==> src/rtl/ram_matrix_reader.sv <==
// Streams one ROWSxCOLS frame out of the matrix buffer RAM in row-major order as a
// valid/ready pixel stream tagged with row/col/eol/last; a 2-entry skid FIFO absorbs stalls.
module ram_matrix_reader #(
    parameter int unsigned DATA_W = 8,
    parameter int unsigned ROWS   = 8,
    parameter int unsigned COLS   = 8,
    parameter int unsigned ADDR_W = 6,
    parameter int unsigned BASE   = 0,
    localparam int unsigned ROW_W = (ROWS > 1) ? $clog2(ROWS) : 1,
    localparam int unsigned COL_W = (COLS > 1) ? $clog2(COLS) : 1
) (
    input  logic              clk,
    input  logic              rst_n,
    input  logic              start,
    output logic              busy,
    output logic              done,
    output logic              ram_wr,
    output logic [ADDR_W-1:0] ram_addr,
    input  logic [DATA_W-1:0] ram_dout,
    output logic              m_valid,
    input  logic              m_ready,
    output logic [DATA_W-1:0] m_data,
    output logic [ROW_W-1:0]  m_row,
    output logic [COL_W-1:0]  m_col,
    output logic              m_eol,
    output logic              m_last
);

    localparam logic [ROW_W-1:0] LAST_ROW = ROW_W'(ROWS - 1);
    localparam logic [COL_W-1:0] LAST_COL = COL_W'(COLS - 1);

    typedef enum logic [1:0] {
        IDLE  = 2'd0,
        READ  = 2'd1,
        DRAIN = 2'd2
    } state_t;

    state_t             state_q;
    state_t             state_d;
    logic               pop_c;
    logic               issue_c;
    logic               rd_end_c;
    logic               done_c;
    logic               in_eol_c;
    logic               in_last_c;
    logic               skid_eol_c;
    logic               skid_last_c;
    logic [1:0]         occ_c;
    logic [ROW_W-1:0]   rd_row;
    logic [COL_W-1:0]   rd_col;
    logic               inflight;
    logic [ROW_W-1:0]   fl_row;
    logic [COL_W-1:0]   fl_col;
    logic               skid_valid;
    logic [DATA_W-1:0]  skid_data;
    logic [ROW_W-1:0]   skid_row;
    logic [COL_W-1:0]   skid_col;

    // Occupancy counts what will sit in the FIFO after this edge, so a read may
    // be issued in the same cycle the head drains and full rate is sustained.
    always_comb begin
        pop_c       = m_valid & m_ready;
        occ_c       = 2'(m_valid) + 2'(skid_valid) + 2'(inflight) - 2'(pop_c);
        rd_end_c    = (rd_row == LAST_ROW) && (rd_col == LAST_COL);
        issue_c     = (state_q == READ) && (occ_c < 2'd2);
        done_c      = (state_q == DRAIN) && pop_c && m_last;
        in_eol_c    = (fl_col == LAST_COL);
        in_last_c   = (fl_row == LAST_ROW) && in_eol_c;
        skid_eol_c  = (skid_col == LAST_COL);
        skid_last_c = (skid_row == LAST_ROW) && skid_eol_c;
        state_d     = state_q;
        case (state_q)
            IDLE:    if (start && !done) state_d = READ;
            READ:    if (issue_c && rd_end_c) state_d = DRAIN;
            DRAIN:   if (done_c) state_d = IDLE;
            default: state_d = IDLE;
        endcase
    end

    always_ff @(posedge clk or negedge rst_n) begin
        if (!rst_n) state_q <= IDLE;
        else        state_q <= state_d;
    end

    // Read issue, pixel index walk and frame status; busy covers the done cycle
    // so a start coinciding with done is not taken.
    always_ff @(posedge clk or negedge rst_n) begin
        if (!rst_n) begin
            busy     <= 1'b0;
            done     <= 1'b0;
            ram_wr   <= 1'b1;
            ram_addr <= ADDR_W'(BASE);
            rd_row   <= '0;
            rd_col   <= '0;
            inflight <= 1'b0;
            fl_row   <= '0;
            fl_col   <= '0;
        end else begin
            ram_wr   <= 1'b1;
            busy     <= (state_d != IDLE) || done_c;
            done     <= done_c;
            inflight <= issue_c;
            if (issue_c) begin
                fl_row <= rd_row;
                fl_col <= rd_col;
            end
            if (state_q != READ) begin
                ram_addr <= ADDR_W'(BASE);
                rd_row   <= '0;
                rd_col   <= '0;
            end else if (issue_c && !rd_end_c) begin
                ram_addr <= ram_addr + ADDR_W'(1);
                if (rd_col == LAST_COL) begin
                    rd_col <= '0;
                    rd_row <= rd_row + ROW_W'(1);
                end else begin
                    rd_col <= rd_col + COL_W'(1);
                end
            end
        end
    end

    // Two-entry FIFO: the head is the output register, the skid entry holds overflow.
    always_ff @(posedge clk or negedge rst_n) begin
        if (!rst_n) begin
            m_valid    <= 1'b0;
            m_data     <= '0;
            m_row      <= '0;
            m_col      <= '0;
            m_eol      <= 1'b0;
            m_last     <= 1'b0;
            skid_valid <= 1'b0;
            skid_data  <= '0;
            skid_row   <= '0;
            skid_col   <= '0;
        end else begin
            if (m_valid && skid_valid) begin
                if (pop_c) begin
                    m_data <= skid_data;
                    m_row  <= skid_row;
                    m_col  <= skid_col;
                    m_eol  <= skid_eol_c;
                    m_last <= skid_last_c;
                    if (inflight) begin
                        skid_data <= ram_dout;
                        skid_row  <= fl_row;
                        skid_col  <= fl_col;
                    end else begin
                        skid_valid <= 1'b0;
                    end
                end
            end else if (inflight && (!m_valid || pop_c)) begin
                m_valid <= 1'b1;
                m_data  <= ram_dout;
                m_row   <= fl_row;
                m_col   <= fl_col;
                m_eol   <= in_eol_c;
                m_last  <= in_last_c;
            end else if (inflight) begin
                skid_valid <= 1'b1;
                skid_data  <= ram_dout;
                skid_row   <= fl_row;
                skid_col   <= fl_col;
            end else if (pop_c) begin
                m_valid <= 1'b0;
            end
        end
    end

endmodule

==> config.mk <==
export PLATFORM = sky130hd
export DESIGN_NAME = ram_matrix_reader
export DESIGN_NICKNAME = d
export VERILOG_FILES = /design/src/rtl/ram_matrix_reader.sv
export SDC_FILE = /design/constraint.sdc
export NUM_CORES = 1
export LEC_CHECK = 0
export BUFFER_PORTS_ARGS = -buffer_cell sky130_fd_sc_hd__buf_2
export CORE_UTILIZATION = 30
export CTS_CLUSTER_DIAMETER = 30
export CTS_CLUSTER_SIZE = 28
export DETAILED_ROUTE_END_ITERATION = 10
export PLACE_DENSITY = 0.53
export SYNTH_ARGS = -nofsm -noshare
export SYNTH_HDL_FRONTEND = slang
export SYNTH_SLANG_ARGS = --single-unit
==> constraint.sdc <==
create_clock -name clk -period 2.5 [get_ports clk]
set_input_delay 0.5 -clock clk [delete_from_list [all_inputs] [get_ports clk]]
set_output_delay 0.5 -clock clk [all_outputs]
set_load 0.05 [all_outputs]
==> results of run 1 <==
[where the power goes]
group	total (W)	internal, W	switching [W]
sequential	0.00150	0.00125	0.000242
clock	0.000497	0.000202	0.000295
combinational	0.00219	0.000801	0.00138
[worst min-delay path by stage]
| stage | slack [ns] | startpoint | to |
|---|---|---|---|
| 4_1_cts | 0.21 | rst_n | fl_row[0] |
| 3_3_place_gp | 0.46 | m_eol | m_eol |
| 6_report | 0.20 | rst_n | fl_row[0] |
| 3_5_place_dp | 0.47 | m_col[1] | m_col[1] |
| 2_1_floorplan | 0.20 | rst_n | busy |
| 5_1_grt | 0.24 | rst_n | skid_row[2] |
[cell families after synthesis]
family	count (synthesis)
DFF	55
adders and majority gates	7
and+or+nand+nor	70
buffers and inverters	19
other	1
muxes	30
AOI/OAI and AO/OA	49
[per-layer routing]
layer	vias up	track usage	wire (um)
met2	19	0.184	2120
met3	6	0.0227	126
met4	0	0.0385	70
met1	824	0.157	2380
met5	-	0	0
li1	887	-	-
[stage by stage]
stage | setup TNS, ns | instances | area (sq um) | util | power, W
final | 0 | 376 | 2950 | 0.361 | 0.00418
after floorplan | 0 | 231 | 2530 | - | 0.00317
after global placement | -0.00128 | 368 | 2860 | 0.350 | 0.00369
after CTS | 0 | 376 | 2950 | 0.361 | 0.00424
after global routing | 0 | 376 | 2950 | 0.361 | 0.00452
after detailed placement | -0.362 | 368 | 2860 | 0.350 | 0.00373
[critical path, cell delays in order (launching register included)]
cell,delay [ns]
sky130_fd_sc_hd__dfrtp_1,0.38
sky130_fd_sc_hd__and2_1,0.15
sky130_fd_sc_hd__ha_1,0.27
sky130_fd_sc_hd__inv_1,0.04
sky130_fd_sc_hd__ha_1,0.26
sky130_fd_sc_hd__a21oi_1,0.23
sky130_fd_sc_hd__mux2i_2,0.12
sky130_fd_sc_hd__buf_12,0.16
sky130_fd_sc_hd__or4_1,0.50
sky130_fd_sc_hd__a21oi_1,0.15
[placed cells by master (no fill, tap or decap), drive strengths merged, types with 3 or more instances in the layout]
cell type | netlist | layout
nor2b | 4 | 4
nand2 | 36 | 36
o21ai | 23 | 23
inv | 5 | 6
nand3 | 10 | 10
clkbuf | 3 | 6
buf | 11 | 46
ha | 7 | 7
mux2i | 16 | 16
mux2 | 14 | 14
a21oi | 13 | 13
and2 | 3 | 3
dfrtp | 55 | 55
o31ai | 4 | 4
[area by class of cell]
class,count,area [sq um]
repair buffers,46,280
inverters,5,18.8
fillers,849,5220
multi-input cells,157,1060
well taps,105,131
flip-flops and latches,55,1380
clock inverters,2,16.3
clock buffers,6,72.6
==> impl_metrics.sql, run 1 <==
INSERT INTO impl_metrics (metric_group, metric, value, unit) VALUES
('timing', 'timing.final.max_slew_violations', '0', ''),
('critical_path', 'peak_fanout_along_the_critical_path', '15', ''),
('logic_synthesis', 'synthesis.area', '0.00253', 'sq mm'),
('pwr', 'ir_worst_vdd', '0.313', 'mV'),
('placed_design', 'place_congestion', '0.746', ''),
('die', 'floorplan.die.width', '93.9', 'um'),
('logic_synthesis', 'syn_nets', '250', ''),
('drt', 'viasPerCell', '4.62', ''),
('die', 'floorplan.initialDensity', '0.310', ''),
('critical_path', 'setup.reg_to_reg.worst_slack', '0.16', 'ns'),
('global_routing', 'grt_max_degree', '30', ''),
('timing', 'worst_slew_pin_slew', '0.629', 'ns'),
('critical_path', 'worst_setup_path_start_kind', 'flop', ''),
('critical_path', 'critical_path.endpoint', 'ram_addr[3]', ''),
('logic_synthesis', 'synth_area_leaders', 'sky130_fd_sc_hd__dfrtp_1 54%, sky130_fd_sc_hd__mux2_2 6.2%, sky130_fd_sc_hd__mux2i_1 5.9%', ''),
('timing', 'final_number_of_hold_violating_endpoints', '0', ''),
('pwr', 'p_leak', '1.40', 'nW'),
('logic_synthesis', 'synth-xor-area-share', '0', ''),
('clock_network', 'cts_root_buf', 'sky130_fd_sc_hd__clkbuf_8', ''),
('global_routing', 'grt_pass1_wl', '8.00', 'mm'),
('pwr', 'power_density', '1420', 'mW/mm^2'),
('timing', 'final.hold.worst_slack', '0.204', 'ns'),
('logic_synthesis', 'synth_cells', '231', ''),
('clock_network', 'cts-resized-gates', '0', ''),
('logic_synthesis', 'post_synth_num_cell_types', '39', ''),
('logic_synthesis', 'synth_top_family_by_area', 'simple AND/OR/NAND/NOR gates', ''),
('placed_design', 'place.detailed.hpwl', '3.34', 'mm'),
('logic_synthesis', 'yosys.area.top_type', 'sky130_fd_sc_hd__dfrtp_1', ''),
('clock_network', 'clk_pin_slew', '0.10', 'ns'),
('logic_synthesis', 'yosys_most_used_dff', 'sky130_fd_sc_hd__dfrtp_1', ''),
('logic_synthesis', 'synth_largest_type_area_fraction', '0.543', ''),
('logic_synthesis', 'yosys-mux-area-fraction', '0.127', ''),
('logic_synthesis', 'synth_area_per_cell', '11.0', 'sq um'),
('die', 'io_pins', '38', ''),
('layout', 'finalNetCount', '289', ''),
('drt', 'detail_route.wirelength', '4.69', 'mm'),
('placed_design', 'dp_worst_setup_slack', '-0.109', 'ns'),
('global_routing', 'grt_pass1_vias', '1677', ''),
('logic_synthesis', 'synth-edff-count', '0', ''),
('die', 'die_area', '0.00881', 'sq mm'),
('drt', 'drc_errors', '0', ''),
('clock_network', 'postCtsHoldBufs', '0', ''),
('timing', 'fmax', '0.428', 'GHz'),
('clock_network', 'count_of_h_tree_levels_built_during_cts', '2', ''),
('drt', 'drtPass1Iterations', '6', ''),
('layout', 'syn_to_final_growth', '16.6', '%'),
('placed_design', 'port_buffers', '36', ''),
('layout', 'antenna_cells', '0', ''),
('logic_synthesis', 'synthSimpleGateAreaFrac', '0.142', ''),
('global_routing', 'gr-total-overflow', '0', ''),
('timing', 'post-route-worst-setup-slack', '0.164', 'ns'),
('timing', 'final.setup_skew', '0.0104', 'ns'),
('logic_synthesis', 'yosysWarningCount', '0', ''),
('critical_path', 'cp.required', '2.73', 'ns'),
('timing', 'finalWorstPathRequiredPeriod', '2.34', 'ns'),
('logic_synthesis', 'synth_common_cells', '55 x sky130_fd_sc_hd__dfrtp_1, 36 x sky130_fd_sc_hd__nand2_1, 23 x sky130_fd_sc_hd__o21ai_0', ''),
('logic_synthesis', 'share_of_the_synthesized_area_in_compound_gates_ao_oa_aoi_oai', '0.109', ''),
('timing', 'finalSetupViolCount', '0', ''),
('logic_synthesis', 'synth_most_common_cell', 'sky130_fd_sc_hd__dfrtp_1', ''),
('timing', 'slew-limit-headroom', '0.581', ''),
('critical_path', 'reg_to_reg_startpoint', 'm_valid', ''),
('logic_synthesis', 'synth.yosys.seq_area_share', '0.543', ''),
('logic_synthesis', 'postSynth.asyncResetShare', '1.00', ''),
('critical_path', 'r2r_cells', '9', ''),
('drt', 'initialDrtViolationCount', '69', ''),
('run_status', 'run_status', 'complete, no violations', ''),
('clock_network', 'cts_max_path_buffers', '2', ''),
('layout', 'drive_above_1_share', '0.266', ''),
('critical_path', 'crit_path_start', 'm_valid', ''),
('drt', 'drtAntennaViolNets', '0', ''),
('clock_network', 'clk-insertion-delay-late', '0.31', 'ns');
Power figures use the tool's default switching activity.
==> inputs of run 2 (changes only) <==
--- a/config.mk
+++ b/config.mk
@@ -5,6 +5,8 @@
 export SDC_FILE = /design/constraint.sdc
 export NUM_CORES = 1
 export LEC_CHECK = 0
+export ABC_AREA = 1
+export ABC_CLOCK_PERIOD_IN_PS = 2500
 export BUFFER_PORTS_ARGS = -buffer_cell sky130_fd_sc_hd__buf_2
 export CORE_UTILIZATION = 30
 export CTS_CLUSTER_DIAMETER = 30
==> impl_metrics.sql, run 2 <==
INSERT INTO impl_metrics (metric_group, metric, value, unit) VALUES
('clock_network', 'clk_pin_slew', '0.10', 'ns'),
('placed_design', 'dp_worst_setup_slack', '0.248', 'ns'),
('timing', 'final.period_utilization', '0.850', ''),
('logic_synthesis', 'synth_common_cells', '80 x sky130_fd_sc_hd__nand2_1, 55 x sky130_fd_sc_hd__dfrtp_1, 37 x sky130_fd_sc_hd__inv_1', ''),
('placed_design', 'place_congestion', '0.714', ''),
('logic_synthesis', 'yosys_most_used_dff', 'sky130_fd_sc_hd__dfrtp_1', ''),
('drt', 'drtPass1Iterations', '4', ''),
('logic_synthesis', 'yosys.area.top_type', 'sky130_fd_sc_hd__dfrtp_1', ''),
('critical_path', 'worst_setup_path_start_kind', 'flop', ''),
('pwr', 'switching_share_of_power', '0.508', ''),
('clock_network', 'tritoncts_num_sinks', '55', ''),
('logic_synthesis', 'synth_area_per_cell', '8.76', 'sq um'),
('layout', 'layout_commonest_cell', 'sky130_fd_sc_hd__nand2_1', ''),
('timing', 'finalWorstPathRequiredPeriod', '2.12', 'ns'),
('critical_path', 'cp.required', '2.70', 'ns'),
('critical_path', 'worst_setup_path_class', 'reg -> reg', ''),
('pwr', 'power.sequential.fraction', '0.359', ''),
('layout', 'final_design_area_no_fill', '0.00299', 'sq mm'),
('logic_synthesis', 'synth.yosys.seq_area_share', '0.524', ''),
('die', 'die_area', '0.00914', 'sq mm'),
('pwr', 'clkPwrFrac', '0.119', ''),
('drt', 'initialDrtViolationCount', '58', ''),
('timing', 'post-route-worst-setup-slack', '0.376', 'ns'),
('critical_path', 'reg_to_reg_startpoint', 'm_valid', ''),
('layout', 'final_util', '0.359', ''),
('critical_path', 'peak_fanout_along_the_critical_path', '10', ''),
('logic_synthesis', 'yosysWarningCount', '0', ''),
('run_status', 'run_status', 'complete, no violations', ''),
('job', 'drv.max_cap_violation_count', '0', ''),
('timing', 'fin_setup_tns', '0', 'ns'),
('placed_design', 'place.detailed.hpwl', '3.57', 'mm'),
('drt', 'detail_route.wirelength', '5.09', 'mm'),
('timing', 'final.setup_skew', '0.0133', 'ns'),
('timing', 'worst_slew_pin_slew', '0.852', 'ns'),
('clock_network', 'cts_tree', 'yes', ''),
('layout', 'antenna_cells', '0', ''),
('clock_network', 'cts_made_buffers', '5', ''),
('pwr', 'finalPower', '0.00428', 'W'),
('logic_synthesis', 'synth_cells', '300', ''),
('clock_network', 'cts_root_buf', 'sky130_fd_sc_hd__clkbuf_8', ''),
('global_routing', 'grt_antenna_before_repair', '0', ''),
('clock_network', 'count_of_h_tree_levels_built_during_cts', '2', ''),
('global_routing', 'grt_util_overall', '0.128', ''),
('die', 'io_pins', '38', ''),
('clock_network', 'postCtsSetupBuffers', '0', ''),
('pwr', 'p_switching', '0.00217', 'W'),
('timing', 'rsz_0062_raised_after_global_routing', 'no', ''),
('placed_design', 'port_buffers', '36', ''),
('die', 'num_rows', '33', ''),
('logic_synthesis', 'post_synth_num_cell_types', '28', ''),
('layout', 'drive_above_1_share', '0.213', ''),
('pwr', 'p_leak', '1.53', 'nW'),
('global_routing', 'grt_pass1_wl', '8.98', 'mm'),
('critical_path', 'critPathArrivalTime', '2.32', 'ns'),
('critical_path', 'crit_path_start', 'm_valid', ''),
('logic_synthesis', 'synth-edff-count', '0', ''),
('global_routing', 'grt_max_degree', '56', ''),
('die', 'core_region_area', '0.00834', 'sq mm'),
('logic_synthesis', 'syn_nets', '319', ''),
('timing', 'finalSetupViolCount', '0', ''),
('clock_network', 'cts_max_path_buffers', '2', ''),
('layout', 'syn_to_final_growth', '13.9', '%'),
('drt', 'post_drt_wl_per_cell', '11.5', 'um'),
('critical_path', 'worstSetupEndpointType', 'flop', ''),
('die', 'floorplan.die.width', '95.6', 'um'),
('layout', 'finalNetCount', '356', ''),
('logic_synthesis', 'synth_most_common_cell', 'sky130_fd_sc_hd__nand2_1', ''),
('logic_synthesis', 'postSynth.asyncResetShare', '1.00', ''),
('hold_path', 'hold_path.class', 'in -> async', ''),
('layout', 'largestRegisters', 'm_data: 8 flops, skid_data: 8 flops, ram_addr: 6 flops', ''),
('critical_path', 'worstPathCellList', 'nand2_1 > inv_2 > ha_1 > inv_1 > ha_1 > nand2_1 > nand2_1 > nand2_1 > nand2_2 > o21bai_4 > buf_4 > o21ai_0', ''),
('critical_path', 'worst_path_most_repeated_cell', 'sky130_fd_sc_hd__nand2_1', ''),
('logic_synthesis', 'synth_largest_type_area_fraction', '0.524', ''),
('timing', 'timing.final.max_slew_violations', '0', ''),
('drt', 'drtAntennaViolNets', '0', ''),
('timing', 'fmax', '0.471', 'GHz'),
('clock_network', 'clk-insertion-delay-late', '0.31', 'ns'),
('pwr', 'comb_power_share', '0.522', ''),
('placed_design', 'dpl-instance-area', '0.00291', 'sq mm'),
('drt', 'viasPerCell', '4.48', ''),
('clock_network', 'cts-resized-gates', '0', ''),
('pwr', 'power_density', '1430', 'mW/mm^2'),
('logic_synthesis', 'synth_area_leaders', 'sky130_fd_sc_hd__dfrtp_1 52%, sky130_fd_sc_hd__nand2_1 11%, sky130_fd_sc_hd__inv_1 5.3%', ''),
('layout', 'final_cell_mix', '80 x sky130_fd_sc_hd__nand2_1, 55 x sky130_fd_sc_hd__dfrtp_1, 37 x sky130_fd_sc_hd__inv_1', ''),
('drt', 'drc_errors', '0', ''),
('critical_path', 'worst_path_largest_cell_delay', '0.47', 'ns'),
('logic_synthesis', 'synthesis.area', '0.00263', 'sq mm'),
('timing', 'final_number_of_hold_violating_endpoints', '0', ''),
('logic_synthesis', 'seq_cells_post_synth', '55', ''),
('timing', 'slew-limit-headroom', '0.430', ''),
('clock_network', 'postCtsHoldBufs', '0', ''),
('drt', 'total_number_of_vias', '1985', ''),
('die', 'die_span_y', '95.6', 'um'),
('critical_path', 'crit_path_top_delay_cell', 'sky130_fd_sc_hd__dfrtp_1', ''),
('global_routing', 'grt_pass1_vias', '1944', ''),
('die', 'floorplan.initialDensity', '0.315', ''),
('pwr', 'internal_power', '0.00211', 'W'),
('global_routing', 'gr-total-overflow', '0', ''),
('pwr', 'ir_worst_vdd', '0.325', 'mV');
[run 2: per-layer routing]
layer,wire length (um),vias up,GRT usage
met5,0,-,0
met4,87,0,0.0522
met3,166,6,0.0255
met2,2360,25,0.210
met1,2480,921,0.166
li1,-,1033,-
[run 2: power groups by stage]
stage	combinational, W	clock [W]	sequential (W)
final	0.00223	0.000507	0.00154
after global routing	0.00252	0.000554	0.00160
after CTS	0.00227	0.000529	0.00155
after detailed placement	0.00227	0	0.00156
after global placement	0.00224	0	0.00156
after floorplan	0.00130	0	0.00208
[run 2: worst paths after layout]
check,endpoint,slack (ns),depth (start not counted)
min in group clk,skid_data[7],0.42,3
max,ram_addr[4],0.38,12
max reg2reg,ram_addr[4],0.38,12
min reg2reg,skid_data[3],0.49,2
max in group asynchronous,ram_addr[0],2.07,2
min,ram_addr[3],0.17,2
[run 2: cell families (layout without fill, tap and decap cells)]
logic type | count (synthesis) | in the layout | share of synthesized area
and+or+nand+nor | 133 | 133 | 0.216
DFF | 55 | 55 | 0.524
buffers and inverters | 52 | 90 | 0.0880
AOI/OAI and AO/OA | 49 | 49 | 0.128
adders and majority gates | 7 | 7 | 0.0333
xor gates and xnor gates | 3 | 3 | 0.0100
other | 1 | 1 | 0.00143
[run 2: metrics by stage]
stage	instances	hold WS [ns]
after floorplan	300	0.204
after global placement	435	0.464
after CTS	443	0.179
after global routing	443	0.194
after detailed placement	435	0.468
final	443	0.167
[run 2: worst max-delay path: cells and delay by family, from the launching register on]
family / cells / cell delay, ns
compound gates: 2 / 0.26
fa+ha+maj: 2 / 0.52
buf+inv: 3 / 0.30
flops: 1 / 0.47
simple gates: 5 / 0.47
[run 2: layout make-up]
class / count / area [sq um]
timing repair buffer: 39 / 215
tap: 105 / 131
clock inverter: 2 / 16.3
inverter: 43 / 161
multi-input combinational: 193 / 1020
fill: 885 / 5350
clock buffer: 6 / 72.6
sequential: 55 / 1380
